File: config.mk
export PLATFORM = sky130hd
export DESIGN_NAME = trig_readout_sequencer_flat
export DESIGN_NICKNAME = d
export VERILOG_FILES = /design/src/rtl/trig_readout_sequencer_if.sv /design/src/rtl/trig_readout_sequencer.sv /design/src/flat_wrapper.sv
export SDC_FILE = /design/constraint.sdc
export NUM_CORES = 1
export LEC_CHECK = 0
export BUFFER_PORTS_ARGS = -buffer_cell sky130_fd_sc_hd__buf_2
export CORE_MARGIN = 3
export CORE_UTILIZATION = 35
export DETAILED_ROUTE_END_ITERATION = 10
export GPL_ROUTABILITY_DRIVEN = 0
export HOLD_SLACK_MARGIN = 0.08
export SYNTH_ARGS = -nofsm -noshare
export SYNTH_HDL_FRONTEND = slang
export SYNTH_SLANG_ARGS = --single-unit
File: constraint.sdc
create_clock -name CLK_42MHZ -period 10.4 [get_ports CLK_42MHZ]
set_input_delay 0.52 -clock CLK_42MHZ [delete_from_list [all_inputs] [get_ports CLK_42MHZ]]
set_output_delay 0.52 -clock CLK_42MHZ [all_outputs]
set_load 0.01 [all_outputs]
File: src/rtl/trig_readout_sequencer_if.sv
// Bus between the trigger logic / PCI register bank and the readout sequencer.
// Requests, SCROD ACK inputs, TRG outputs and the statistics counters.
interface trig_readout_sequencer_if #(
  parameter int N_SCROD = 12,
  parameter int EVT_W   = 32
);
  // Handshake: TRG_REQ is a level request with no ready. Each cycle it is high
  // counts as one request. It is accepted at an edge where the sequencer is idle
  // and TRG_MASK != 0; it is dropped (and counted) at any edge where BUSY is high.
  logic               TRG_REQ;
  logic [N_SCROD-1:0] TRG_MASK;
  logic [15:0]        TIMEOUT_CYC;
  logic [7:0]         HOLDOFF_CYC;
  logic [N_SCROD-1:0] ACK;
  logic               EVT_LOAD;
  logic [EVT_W-1:0]   EVT_LOAD_VAL;

  logic [N_SCROD-1:0] TRG;
  logic               BUSY;
  logic [EVT_W-1:0]   EVT_CNT;
  logic [15:0]        TIMEOUT_CNT;
  logic [15:0]        DROP_CNT;
  logic [N_SCROD-1:0] TIMEOUT_MASK;

  modport master (
    output TRG_REQ, TRG_MASK, TIMEOUT_CYC, HOLDOFF_CYC, ACK, EVT_LOAD, EVT_LOAD_VAL,
    input  TRG, BUSY, EVT_CNT, TIMEOUT_CNT, DROP_CNT, TIMEOUT_MASK
  );

  modport slave (
    input  TRG_REQ, TRG_MASK, TIMEOUT_CYC, HOLDOFF_CYC, ACK, EVT_LOAD, EVT_LOAD_VAL,
    output TRG, BUSY, EVT_CNT, TIMEOUT_CNT, DROP_CNT, TIMEOUT_MASK
  );
endinterface

File: src/rtl/trig_readout_sequencer.sv
// Sequences one trigger/readout cycle across the SCROD links: TRG pulse,
// ACK collection with timeout, hold-off, plus event/timeout/drop statistics.
module trig_readout_sequencer #(
  parameter int N_SCROD       = 12,
  parameter int TRG_PULSE_CYC = 4,
  parameter int EVT_W         = 32
) (
  input  logic                       CLK_42MHZ,
  input  logic                       RESET,
  trig_readout_sequencer_if.slave    bus,
  output logic [1:0]                 state_dbg
);

  typedef enum logic [1:0] {
    IDLE     = 2'd0,
    ISSUE    = 2'd1,
    WAIT_ACK = 2'd2,
    HOLDOFF  = 2'd3
  } state_t;

  localparam logic [15:0] PULSE_LAST = 16'(TRG_PULSE_CYC - 1);

  state_t             state, state_nxt;
  logic [N_SCROD-1:0] pending, pending_nxt, pending_clr;
  logic [15:0]        timer, timer_nxt;
  logic [N_SCROD-1:0] trg_q, trg_nxt;
  logic [N_SCROD-1:0] tmask_q, tmask_nxt;
  logic [EVT_W-1:0]   evt_q;
  logic [15:0]        tcnt_q, dcnt_q;
  logic               busy_q;
  logic               evt_inc, tmo_inc, drop_inc;
  logic [15:0]        hold_last;

  always_ff @(posedge CLK_42MHZ or posedge RESET) begin
    if (RESET) begin
      state   <= IDLE;
      pending <= '0;
      timer   <= '0;
      trg_q   <= '0;
      tmask_q <= '0;
      evt_q   <= '0;
      tcnt_q  <= '0;
      dcnt_q  <= '0;
      busy_q  <= 1'b0;
    end else begin
      state   <= state_nxt;
      pending <= pending_nxt;
      timer   <= timer_nxt;
      trg_q   <= trg_nxt;
      tmask_q <= tmask_nxt;
      busy_q  <= (state_nxt != IDLE);
      if (bus.EVT_LOAD)
        evt_q <= bus.EVT_LOAD_VAL;
      else if (evt_inc)
        evt_q <= evt_q + EVT_W'(1);
      if (tmo_inc && tcnt_q != 16'hFFFF)
        tcnt_q <= tcnt_q + 16'd1;
      if (drop_inc && dcnt_q != 16'hFFFF)
        dcnt_q <= dcnt_q + 16'd1;
    end
  end

  always_comb begin
    state_nxt   = state;
    pending_nxt = pending;
    timer_nxt   = timer;
    trg_nxt     = trg_q;
    tmask_nxt   = tmask_q;
    evt_inc     = 1'b0;
    tmo_inc     = 1'b0;
    drop_inc    = 1'b0;
    pending_clr = pending & ~bus.ACK;
    // A hold-off of 0 still spends one cycle in HOLDOFF.
    hold_last   = (bus.HOLDOFF_CYC == 8'd0) ? 16'd0 : {8'd0, bus.HOLDOFF_CYC} - 16'd1;

    case (state)
      IDLE: begin
        if (bus.TRG_REQ && bus.TRG_MASK != '0) begin
          pending_nxt = bus.TRG_MASK;
          trg_nxt     = bus.TRG_MASK;
          timer_nxt   = '0;
          evt_inc     = 1'b1;
          state_nxt   = ISSUE;
        end
      end
      ISSUE: begin
        // TRG keeps the full entry mask even if ACKs arrive during the pulse.
        pending_nxt = pending_clr;
        if (timer == PULSE_LAST) begin
          trg_nxt   = '0;
          timer_nxt = '0;
          state_nxt = WAIT_ACK;
        end else begin
          timer_nxt = timer + 16'd1;
        end
      end
      WAIT_ACK: begin
        pending_nxt = pending_clr;
        timer_nxt   = timer + 16'd1;
        if (pending_clr == '0) begin
          timer_nxt = '0;
          state_nxt = HOLDOFF;
        end else if (bus.TIMEOUT_CYC != 16'd0 && timer == bus.TIMEOUT_CYC - 16'd1) begin
          tmask_nxt = pending_clr;
          tmo_inc   = 1'b1;
          timer_nxt = '0;
          state_nxt = HOLDOFF;
        end
      end
      HOLDOFF: begin
        if (timer == hold_last) begin
          timer_nxt = '0;
          state_nxt = IDLE;
        end else begin
          timer_nxt = timer + 16'd1;
        end
      end
      default: state_nxt = IDLE;
    endcase

    if (state != IDLE && bus.TRG_REQ)
      drop_inc = 1'b1;
  end

  assign bus.TRG          = trg_q;
  assign bus.BUSY         = busy_q;
  assign bus.EVT_CNT      = evt_q;
  assign bus.TIMEOUT_CNT  = tcnt_q;
  assign bus.DROP_CNT     = dcnt_q;
  assign bus.TIMEOUT_MASK = tmask_q;
  assign state_dbg        = state;

endmodule

File: src/flat_wrapper.sv
// flat-port wrapper written by rule: the top's interface ports become plain ports
module trig_readout_sequencer_flat 
#(
  parameter int N_SCROD       = 12,
  parameter int TRG_PULSE_CYC = 4,
  parameter int EVT_W         = 32
)
  (CLK_42MHZ, RESET, state_dbg, bus_TRG_REQ, bus_TRG_MASK, bus_TIMEOUT_CYC, bus_HOLDOFF_CYC, bus_ACK, bus_EVT_LOAD, bus_EVT_LOAD_VAL, bus_TRG, bus_BUSY, bus_EVT_CNT, bus_TIMEOUT_CNT, bus_DROP_CNT, bus_TIMEOUT_MASK);
  trig_readout_sequencer_if #(.N_SCROD(N_SCROD), .EVT_W(EVT_W)) bus_i ();
  input  logic CLK_42MHZ;
  input  logic RESET;
  output logic [1:0] state_dbg;
  input wire logic [$bits(bus_i.TRG_REQ)-1:0] bus_TRG_REQ;
  input wire logic [$bits(bus_i.TRG_MASK)-1:0] bus_TRG_MASK;
  input wire logic [$bits(bus_i.TIMEOUT_CYC)-1:0] bus_TIMEOUT_CYC;
  input wire logic [$bits(bus_i.HOLDOFF_CYC)-1:0] bus_HOLDOFF_CYC;
  input wire logic [$bits(bus_i.ACK)-1:0] bus_ACK;
  input wire logic [$bits(bus_i.EVT_LOAD)-1:0] bus_EVT_LOAD;
  input wire logic [$bits(bus_i.EVT_LOAD_VAL)-1:0] bus_EVT_LOAD_VAL;
  output wire logic [$bits(bus_i.TRG)-1:0] bus_TRG;
  output wire logic [$bits(bus_i.BUSY)-1:0] bus_BUSY;
  output wire logic [$bits(bus_i.EVT_CNT)-1:0] bus_EVT_CNT;
  output wire logic [$bits(bus_i.TIMEOUT_CNT)-1:0] bus_TIMEOUT_CNT;
  output wire logic [$bits(bus_i.DROP_CNT)-1:0] bus_DROP_CNT;
  output wire logic [$bits(bus_i.TIMEOUT_MASK)-1:0] bus_TIMEOUT_MASK;
  assign bus_i.TRG_REQ = bus_TRG_REQ;
  assign bus_i.TRG_MASK = bus_TRG_MASK;
  assign bus_i.TIMEOUT_CYC = bus_TIMEOUT_CYC;
  assign bus_i.HOLDOFF_CYC = bus_HOLDOFF_CYC;
  assign bus_i.ACK = bus_ACK;
  assign bus_i.EVT_LOAD = bus_EVT_LOAD;
  assign bus_i.EVT_LOAD_VAL = bus_EVT_LOAD_VAL;
  assign bus_TRG = bus_i.TRG;
  assign bus_BUSY = bus_i.BUSY;
  assign bus_EVT_CNT = bus_i.EVT_CNT;
  assign bus_TIMEOUT_CNT = bus_i.TIMEOUT_CNT;
  assign bus_DROP_CNT = bus_i.DROP_CNT;
  assign bus_TIMEOUT_MASK = bus_i.TIMEOUT_MASK;
  trig_readout_sequencer #(.N_SCROD(N_SCROD), .TRG_PULSE_CYC(TRG_PULSE_CYC), .EVT_W(EVT_W)) u_core (.CLK_42MHZ(CLK_42MHZ), .RESET(RESET), .bus(bus_i), .state_dbg(state_dbg));
endmodule
### Yosys cells after proc, flatten, opt, wreduce, memory -nomap -nowiden

Index checks and enable logic that the tools add are counted.

* $add $sub $neg: 6
* multipliers: 0
* div/mod/pow operators: 0
* magnitude comparators: 0
* equality and inequality tests: 10
* shift operators: 0
* multiplexer cells: 25
* bitwise operators: 3
* reduce and logical (&&, ||, !) cells: 19

Operators by type and width (count)
* $mux W16: 6
* $mux W32: 2
* $pmux W16 S4: 1
* $add A16 B1 Y16 const B: 3
* $pmux W12 S2: 2
* $add A32 B1 Y32 const B: 1
* $eq A16 B16 Y1: 2
* $ne A16 B16 Y1 const B: 2
* $mux W12: 2
* $eq A16 B2 Y1 const B: 1
* $reduce_bool A16 Y1: 1
* $sub A16 B1 Y16 const B: 1
* $and A12 B12 Y12: 1
* $logic_not A12 Y1: 1
* $not A12 Y12: 1
* $reduce_bool A12 Y1: 1
* $mux W2: 5
* $reduce_bool A2 Y1: 5
* $sub A8 B1 Y9 const B: 1
* $logic_not A8 Y1: 1
* $pmux W2 S4: 1
* $mux W1: 6
* $reduce_and A3 Y1: 2
* $logic_and A1 B1 Y1: 5
* 7 further kinds: 9

* register bits after elaboration: 119
* bits in latches: 0
* bits in writable memories: 0
* ROM bits: 0
* input bits: 84
* memories: 0

### Depth between registers and ports, before layout

Gate-level depths: netlist (run 1).

* depth in word-level cells: 7
* mapped depth: 13
* gate-level depth less buffers: 10

### Worst setup path before layout (run 1)

Ideal clock, no wire load.

* path type: input to register
* start: in bus_TIMEOUT_CYC[0]
* end: reg u_core.tcnt_q[4] (netlist: u_core.bus.TIMEOUT_CNT[4])
* arrival: 3742 ps
* path slack: 6531 ps
* cell stages on the path: 12
* buffers on the path: 2
* cell sequence: inv_1 ha_1 or4b_1 clkbuf_1 nor2_1 or4_1 or4b_1 or4_4 or3_1 buf_6 or4_4 xnor2_2

* word-level cells in the longest chain between the ends: 7
* elaborated cells on any way between the ends: 8

Ends and longest elaborated chain
* start: declaration: RTL line flat_wrapper.sv:15 `input wire logic [$bits(bus_i.TIMEOUT_CYC)-1:0] bus_TIMEOUT_CYC;`
* $sub A16 B1 Y16: RTL line trig_readout_sequencer.sv:103 `end else if (bus.TIMEOUT_CYC != 16'd0 && timer == bus.TIMEOUT_CYC - 16'd1) begin`
* $eq A16 B16 Y1: RTL line trig_readout_sequencer.sv:103
* $logic_and A1 B1 Y1 *: RTL line trig_readout_sequencer.sv:103
* $mux W1 *: RTL line trig_readout_sequencer.sv:103
* $mux W1 *: RTL line trig_readout_sequencer.sv:100 `if (pending_clr == '0) begin`
* $mux W1 *: RTL line trig_readout_sequencer.sv:76 `case (state)`
* $logic_and A1 B1 Y1 *: RTL line trig_readout_sequencer.sv:56 `if (tmo_inc && tcnt_q != 16'hFFFF)`
* end signal: assignment: RTL line trig_readout_sequencer.sv:57 `tcnt_q <= tcnt_q + 16'd1;`
* end: declaration: RTL line trig_readout_sequencer.sv:29 `logic [15:0] tcnt_q, dcnt_q;`

Every way passes the cells marked *; elsewhere a longest branch is shown, timed or not.
A chain may end at the register's enable or synchronous reset.

### Worst setup path after layout (run 1)

Ends and elaborated chain as after synthesis.

==> impl_metrics.tcl, run 1 <==
set metrics [dict create \
    cts_resized 0 \
    start_util_pct 36.0 \
    r2r_start "u_core.timer[2]" \
    die_h_um 148 \
    ys_types 63 \
    cts_hold_buf 0 \
    drtAntennaViolNets 0 \
    grt_util_met3_pct 4.36 \
    antenna_found_initial 1 \
    postCtsSetupRepairBufs 0 \
    area_growth_pct 24.0 \
    routed_wl_um 19300 \
    crit_type "primary input to flop" \
    met1_usage_pct 25.6 \
    p_leak_nw 4.06 \
    row_count 51 \
    vias 6289 \
    tns_ps 0 \
    crit_required_ps 10690 \
    synth_edf_count 0 \
    drtIter0Drc 259 \
    dpl_cell_area_um2 8150 \
    grt_max_degree 71 \
    syn_inst 801 \
    design.core.area_um2 19700 \
    synth_area_leaders "dfrtp_1, nand2_1, xor2_1, o21ai_0, xnor2_1" \
    fin_area_um2 8770 \
    layout.nets 1054 \
    ys.flop_type "dfrtp_1" \
    hold_violations 0 \
    worstMarginPinSlew_ps 962 \
    use_met2_pct 26.8 \
    cp.arrival_ps 4260 \
    cts-buffers-inserted 17 \
    hpwl_um 14500 \
    rsz0062_at_grt "false" \
    relSlewSlack_pct 35.4 \
    die_area_um2 22000 \
    fin_total_pwr_mw 1.62 \
    grt_pass1_wl_um 31900 \
    fmax_ghz 0.252 \
    clockBufferDepth 2 \
    worstPathMaxFanout 17 \
    hold_class "primary input to async pin" \
    synth-seq-area-share_pct 42.1 \
    synth_top_area_share_pct 42.1 \
    io_pins 175 \
    outcome "finished, final reports clean" \
    root_buffer "clkbuf_16" \
    yosys.area.top_type "dfrtp_1" \
    drc 0 \
    gr-total-overflow 0 \
    endpoint_kind "flop" \
    vias_per_cell 5.08 \
    drv_cap 0 \
    crit_start "bus_TIMEOUT_CYC[0]" \
    portBuffers 174 \
    synth_async_sr_flop_share_pct 100 \
    slew_viol_final 0 \
    power_density_nw_per_um2 185 \
    cts_tree "built" \
    dr.pass1.iters 5 \
    setup_ws_ps 6430 \
    ys_ff_latch 119 \
    clkLatencyLatePin_ps 410 \
    ir_worst_vdd_mv 0.152 \
    skew_ps 8.92 \
    finalCritPeriodShare_pct 38.2 \
    cts_sinks 119 \
    yosys_warnings 0 \
    fill_cells 1998 \
    die_x_um 148 \
    grt_pass1_vias 6180 \
    final_cell_mix "buf_2, nand2_1, dfrtp_1" \
    setup_viol 0 \
    synth_fp_nets 896 \
    pre_cts_ws_ps 6000 \
    layout_commonest_cell "buf_2" \
    top_usage_layer "met2" \
    drive_above_1_share_pct 23.6 \
    antenna_cells 0 \
    start_kind "primary input" \
    avgRoutedWirePerCell_um 15.6 \
    syn_area_per_cell_um2 8.83 \
    syn_area_um2 7080 \
    period_minus_slack_ps 3970 \
    grt_usage_pct 17.8 \
    clk_pin_slew_ps 60 \
    htreeDepth 4 \
]
power breakdown:
part           internal (mW)  switching [mW]  leakage (nW)  total (mW)
clock network          0.402           0.219         0.304       0.622
registers              0.530          0.0627          1.55       0.592
logic                  0.165           0.246          2.21       0.411
total                   1.10           0.528          4.06        1.62
path summary, 6_finish.rpt:
check / to / slack, ps / cells past startpoint
max in group asynchronous: u_core.pending[1] / 8870 / 3
hold / removal: u_core.bus.EVT_CNT[24] / 190 / 2
hold reg to reg: u_core.bus.TIMEOUT_MASK[0] / 460 / 2
min in group CLK_42MHZ: u_core.bus.EVT_CNT[14] / 320 / 3
setup / recovery: u_core.bus.TIMEOUT_CNT[4] / 6430 / 11
setup reg to reg: u_core.bus.TIMEOUT_CNT[4] / 6610 / 8
state kept, by name (all words and copies together) (netlist names):
signal / flops
u_core.bus.BUSY: 1
u_core.bus.DROP_CNT: 16
u_core.bus.EVT_CNT: 32
u_core.bus.TIMEOUT_CNT: 16
u_core.bus.TIMEOUT_MASK: 12
u_core.bus.TRG: 12
u_core.pending: 12
u_core.state_dbg: 2
u_core.timer: 16
cell type report:
type / count / area [um^2] / share of cell area [%]
multi-input cells: 620 / 3850 / 43.9
flip-flops and latches: 119 / 2980 / 33.9
repair buffers: 177 / 893 / 10.2
clock buffers: 17 / 425 / 4.85
well taps: 265 / 332 / 3.78
clock inverters: 15 / 203 / 2.31
inverters: 24 / 92.6 / 1.06
kinds of logic after synthesis:
logic type / Yosys count / share of synthesized area (%)
buffers and inverters: 62 / 3.63
XOR/XNOR: 91 / 11.4
adder cells (fa/ha/maj): 11 / 1.95
flip-flops: 119 / 42.1
AO/OA/AOI/OAI: 161 / 14.2
multiplexers: 7 / 1.06
AND/OR/NAND/NOR: 350 / 25.7
layer usage:
| metal | share of wire (%) | routed length (um) |
|---|---|---|
| met1 | 49 | 9430 |
| met5 | 0.10 | 20 |
| met2 | 45 | 8660 |
| met3 | 4.8 | 921 |
| met4 | 1.5 | 288 |
stage by stage:
step                      util, %  hold slack [ps]  std cells
after global placement       41.4              447       1205
after global routing         44.6              245       1237
after detailed placement     41.4              458       1205
after CTS                    44.6              222       1237
after floorplan                 -              485        801
final                        44.6              186       1237
critical path, stage by stage:
cell,delay (ps)
buf_2,120
inv_1,80
ha_1,240
nor3b_1,390
o22ai_1,150
or4_1,400
or4b_1,480
or4_4,520
or3_1,600
or4_4,620
xnor2_2,140
synth_stat cells, types with 3 or more instances:
cell / number
nand2_1: 126
dfrtp_1: 119
o21ai_0: 80
xor2_1: 50
xnor2_1: 40
clkbuf_1: 32
nand3_1: 30
nor2_1: 29
nor2b_1: 27
a21oi_1: 25
inv_1: 24
nand2b_1: 21
and3_1: 19
nand4_1: 19
nor3_1: 18
nor4_1: 14
ha_1: 11
a22oi_1: 10
or3_1: 7
or4_1: 7
and2_1: 5
and4_1: 5
nor3b_1: 5
o2111ai_1: 5
a211oi_1: 4
mux2_2: 4
o31ai_1: 4
a2111oi_2: 3
a21o_1: 3
a221oi_1: 3
buf_6: 3
mux2i_1: 3
nor4b_1: 3
o22ai_1: 3
or2_2: 3
or4_4: 3
(Power assumes the default switching activity.)
==> run 2: changes to the inputs <==
==> constraint.sdc (replaced) <==
create_clock -name CLK_42MHZ -period 3.8 [get_ports CLK_42MHZ]
set_input_delay 0.19 -clock CLK_42MHZ [delete_from_list [all_inputs] [get_ports CLK_42MHZ]]
set_output_delay 0.19 -clock CLK_42MHZ [all_outputs]
set_load 0.01 [all_outputs]
==> impl_metrics.tcl, run 2 (same netlist as run 1, synthesis figures left out) <==
set metrics [dict create \
    row_count 51 \
    clockBufferDepth 2 \
    wl_met1_um 9930 \
    slew_viol_final 0 \
    postCtsSetupRepairBufs 0 \
    r2r_start "u_core.timer[1]" \
    grt_usage_pct 18.7 \
    vias 6597 \
    hpwl_um 14700 \
    antenna_found_initial 0 \
    pre_cts_ws_ps 171 \
    worstHoldStart "bus_ACK[11]" \
    cts_resized 0 \
    antenna_cells 0 \
    reg2reg_slack_ps 360 \
    drc 0 \
    ff2ff_path_depth 8 \
    dp.cells 1219 \
    grt_pass1_wl_um 33600 \
    gr-total-overflow 0 \
    hold_class "primary input to flop" \
    avgRoutedWirePerCell_um 15.6 \
    die_x_um 148 \
    final_cells 1305 \
    finalCritPeriodShare_pct 90.6 \
    relSlewSlack_pct 36.4 \
    cts_sinks 119 \
    outcome "finished, final reports clean" \
    hold_violations 0 \
    fin_total_pwr_mw 4.44 \
    ir_worst_vdd_mv 0.334 \
    fill_cells 1946 \
    worstMarginPinSlew_ps 954 \
    hold_end "u_core.bus.TIMEOUT_MASK[11]" \
    clk_pin_slew_ps 50 \
    cts-buffers-inserted 17 \
    final_cell_mix "buf_2, nand2_1, dfrtp_1" \
    root_buffer "clkbuf_16" \
    crit_required_ps 4090 \
    layout.nets 1123 \
    dr.pass1.iters 5 \
    skew_ps 14.4 \
    grt_max_degree 74 \
    area_growth_pct 32.9 \
    die_h_um 148 \
    wl_met3_um 995 \
    cts_tree "built" \
    routed_wl_um 20400 \
    crit_type "flop to flop" \
    dr_wl_met2_um 8880 \
    die_area_um2 22000 \
    portBuffers 174 \
    whs_path_depth 4 \
    endpoint_kind "flop" \
    drive_above_1_share_pct 23.3 \
    fmax_ghz 0.291 \
    dr.max_layer_used "met4" \
    design.core.area_um2 19700 \
    drtIter0Drc 344 \
    vias_per_cell 5.06 \
    layout_commonest_cell "buf_2" \
    io_pins 175 \
    setup_ws_ps 359 \
    drv_cap 0 \
    period_minus_slack_ps 3440 \
    worstReg2RegEnd "u_core.bus.TIMEOUT_CNT[4]" \
    p_leak_nw 4.34 \
    power_density_nw_per_um2 472 \
    grt_pass1_vias 6466 \
    worstPathMaxFanout 7 \
    start_kind "flop" \
    drtAntennaViolNets 0 \
    setup_viol 0 \
    start_util_pct 36.0 \
    htreeDepth 4 \
    largest_reg_flops 32 \
    rsz0062_at_grt "false" \
    clkLatencyLatePin_ps 420 \
    tns_ps 0 \
    cp.arrival_ps 3730 \
    finalHoldWorstSlack_ps 107 \
]
run 2: changes by cell type in the layout (fill, tap and decap cells not counted), moves of 2 or more:
cell,delta
clkinvlp_4,+2
dlygate4sd3_1,+55
clkbuf_8,+3
buf_4,+13
clkinv_4,-4
bufinv_16,-2
run 2: what timing repair did:
action | in CTS | in global routing
endpoints found under the hold margin | 126 | 0
endpoints found under the setup margin | 0 | 0
hold buffers | 55 | 0
run 2: power breakdown:
group	internal, mW	total (mW)	leakage [nW]	switching, mW
Clock	1.01	1.61	0.281	0.597
Sequential	1.45	1.62	1.55	0.167
Combinational	0.518	1.21	2.51	0.695
run 2: stage by stage:
stage | cell area, um^2 | util, %
floorplan | 7080 | -
global placement | 8260 | 42.0
detailed placement | 8260 | 42.0
CTS | 9400 | 47.8
global route | 9400 | 47.8
finish | 9400 | 47.8
run 2: critical path: stages, from the launching register on:
cell and delay [ps]:
dfrtp_1 470, xor2_1 180, o21ai_0 130, or4_1 510, or4b_1 460, or4_4 500, or3_1 370, or4_4 550
xnor2_2 150
run 2: metal layers:
metal | vias up | global-route usage [%]
li1 | 3272 | -
met2 | 177 | 27.0
met4 | 0 | 7.21
met3 | 42 | 3.66
met1 | 3106 | 27.6
met5 | - | 0
run 2: cell type report:
| class | count | area, um^2 | area share [%] |
|---|---|---|---|
| clock buffers | 20 | 467 | 4.96 |
| clock inverters | 11 | 123 | 1.30 |
| inverters | 24 | 92.6 | 0.985 |
| multi-input cells | 620 | 3850 | 40.9 |
| flip-flops and latches | 119 | 2980 | 31.7 |
| well taps | 265 | 332 | 3.53 |
| repair buffers | 246 | 1560 | 16.6 |
run 2: worst max path at each step:
stage,startpoint,slack [ps],depth (start not counted),endpoint
after floorplan,bus_TIMEOUT_CYC[0],260,12,u_core.bus.TIMEOUT_CNT[4]
after global placement,bus_TIMEOUT_CYC[0],230,11,u_core.bus.TIMEOUT_CNT[4]
after detailed placement,bus_TIMEOUT_CYC[0],170,11,u_core.bus.TIMEOUT_CNT[4]
after CTS,u_core.timer[1],340,8,u_core.bus.TIMEOUT_CNT[4]
after global routing,u_core.timer[1],190,9,u_core.bus.TIMEOUT_CNT[7]
final,u_core.timer[1],360,8,u_core.bus.TIMEOUT_CNT[4]
==> run 3: changes to the inputs <==
--- a/config.mk
+++ b/config.mk
@@ -11,6 +11,7 @@
 export DETAILED_ROUTE_END_ITERATION = 10
 export GPL_ROUTABILITY_DRIVEN = 0
 export HOLD_SLACK_MARGIN = 0.08
+export MAX_ROUTING_LAYER = met4
 export SYNTH_ARGS = -nofsm -noshare
 export SYNTH_HDL_FRONTEND = slang
 export SYNTH_SLANG_ARGS = --single-unit
==> impl_metrics.tcl, run 3 (same netlist as run 1, synthesis figures left out) <==
set metrics [dict create \
    gr-total-overflow 0 \
    fin_area_um2 9400 \
    cp.arrival_ps 3730 \
    rsz0062_at_grt "false" \
    hold_violations 0 \
    io_pins 175 \
    avgRoutedWirePerCell_um 15.7 \
    portBuffers 174 \
    clockBufferDepth 2 \
    die_h_um 148 \
    drtIter0Drc 369 \
    swShare_pct 32.9 \
    fill_cells 1946 \
    tns_ps 0 \
    die_area_um2 22000 \
    setup_viol 0 \
    crit_required_ps 4090 \
    routed_wl_um 20500 \
    seq_power_share_pct 36.4 \
    cts_sinks 119 \
    p_leak_nw 4.34 \
    vias 6586 \
    worstPathMaxFanout 7 \
    layout_commonest_cell "buf_2" \
    cts_resized 0 \
    clkLatencyLatePin_ps 410 \
    vias_per_cell 5.05 \
    relSlewSlack_pct 36.2 \
    grt_pass1_wl_um 33500 \
    root_buffer "clkbuf_16" \
    p_sw_mw 1.46 \
    hpwl_um 14700 \
    drtAntennaViolNets 0 \
    final_cell_mix "buf_2, nand2_1, dfrtp_1" \
    cts-buffers-inserted 17 \
    endpoint_kind "flop" \
    worstMarginPinSlew_ps 956 \
    slew_viol_final 0 \
    cts_hold_buf 55 \
    design.core.area_um2 19700 \
    ir_worst_vdd_mv 0.333 \
    grt_pass1_vias 6486 \
    dr.pass1.iters 4 \
    skew_ps 10.0 \
    power_density_nw_per_um2 473 \
    drv_cap 0 \
    fmax_ghz 0.291 \
    drc 0 \
    p_comb_share_pct 27.3 \
    cts_tree "built" \
    drive_above_1_share_pct 23.3 \
    dpl_cell_area_um2 8260 \
    period_minus_slack_ps 3440 \
    start_kind "flop" \
    crit_type "flop to flop" \
    finish.utilization_pct 47.8 \
    clk_pin_slew_ps 50 \
    row_count 51 \
    antenna_cells 0 \
    hold_class "primary input to flop" \
    grt_usage_pct 19.2 \
    layout.nets 1123 \
    pwr-share-clk_pct 36.3 \
    power.internal_mw 2.98 \
    postCtsSetupRepairBufs 0 \
    die_x_um 148 \
    start_util_pct 36.0 \
    largest_reg_flops 32 \
    antenna_found_initial 0 \
    htreeDepth 4 \
    outcome "finished, final reports clean" \
    area_growth_pct 32.9 \
    grt_max_degree 74 \
    finalCritPeriodShare_pct 90.5 \
]
==> run 3: final cells by class <==
| cell class | instances | area, um^2 | area share (%) |
|---|---|---|---|
| Inverter | 24 | 92.6 | 0.985 |
| Clock buffer | 20 | 467 | 4.96 |
| Multi-Input combinational cell | 620 | 3850 | 40.9 |
| Clock inverter | 11 | 123 | 1.30 |
| Sequential cell | 119 | 2980 | 31.7 |
| Tap cell | 265 | 332 | 3.53 |
| Timing Repair Buffer | 246 | 1560 | 16.6 |
==> run 3: worst max-delay path, cell delays in order (launching register included) <==
cell,delay (ps)
dfrtp_1,460
xor2_1,190
o21ai_0,130
or4_1,510
or4b_1,460
or4_4,510
or3_1,370
or4_4,550
xnor2_2,150
==> run 3: worst paths after layout <==
kind                                             from                           to  slack [ps]  cells past startpoint
setup / recovery                      u_core.timer[1]    u_core.bus.TIMEOUT_CNT[4]         360                      8
hold / removal                            bus_ACK[11]  u_core.bus.TIMEOUT_MASK[11]         100                      4
setup reg to reg                      u_core.timer[1]    u_core.bus.TIMEOUT_CNT[4]         360                      8
hold reg to reg            u_core.bus.TIMEOUT_MASK[6]   u_core.bus.TIMEOUT_MASK[6]         460                      2
max in group asynchronous                       RESET            u_core.pending[6]        2460                      4
min in group asynchronous                       RESET       u_core.bus.EVT_CNT[22]         560                      3
==> run 3: through the flow <==
stage | std cells | hold WS (ps) | worst slack, ps | power, mW
after floorplan | 801 | 307 | 261 | 2.36
after global placement | 1219 | 398 | 228 | 2.79
after detailed placement | 1219 | 401 | 171 | 2.81
after CTS | 1305 | 81.9 | 337 | 4.49
after global routing | 1305 | 105 | 186 | 4.71
final | 1305 | 101 | 360 | 4.45
==> run 3: routing by layer <==
| layer | vias up | GRT usage (%) | wire length, um | share of wire (%) |
|---|---|---|---|---|
| met2 | 182 | 26.9 | 9010 | 44 |
| met5 | - | - | 0 | 0 |
| met1 | 3092 | 27.9 | 10100 | 49 |
| li1 | 3275 | - | - | - |
| met4 | 0 | 7.34 | 525 | 2.6 |
| met3 | 37 | 3.23 | 864 | 4.2 |
==> run 3: power by group through the flow <==
stage / Combinational, mW / Clock [mW] / Sequential, mW
2_1_floorplan: 0.706 / 0 / 1.66
3_3_place_gp: 1.16 / 0 / 1.64
3_5_place_dp: 1.18 / 0 / 1.64
4_1_cts: 1.22 / 1.65 / 1.62
5_1_grt: 1.36 / 1.70 / 1.65
6_report: 1.22 / 1.61 / 1.62
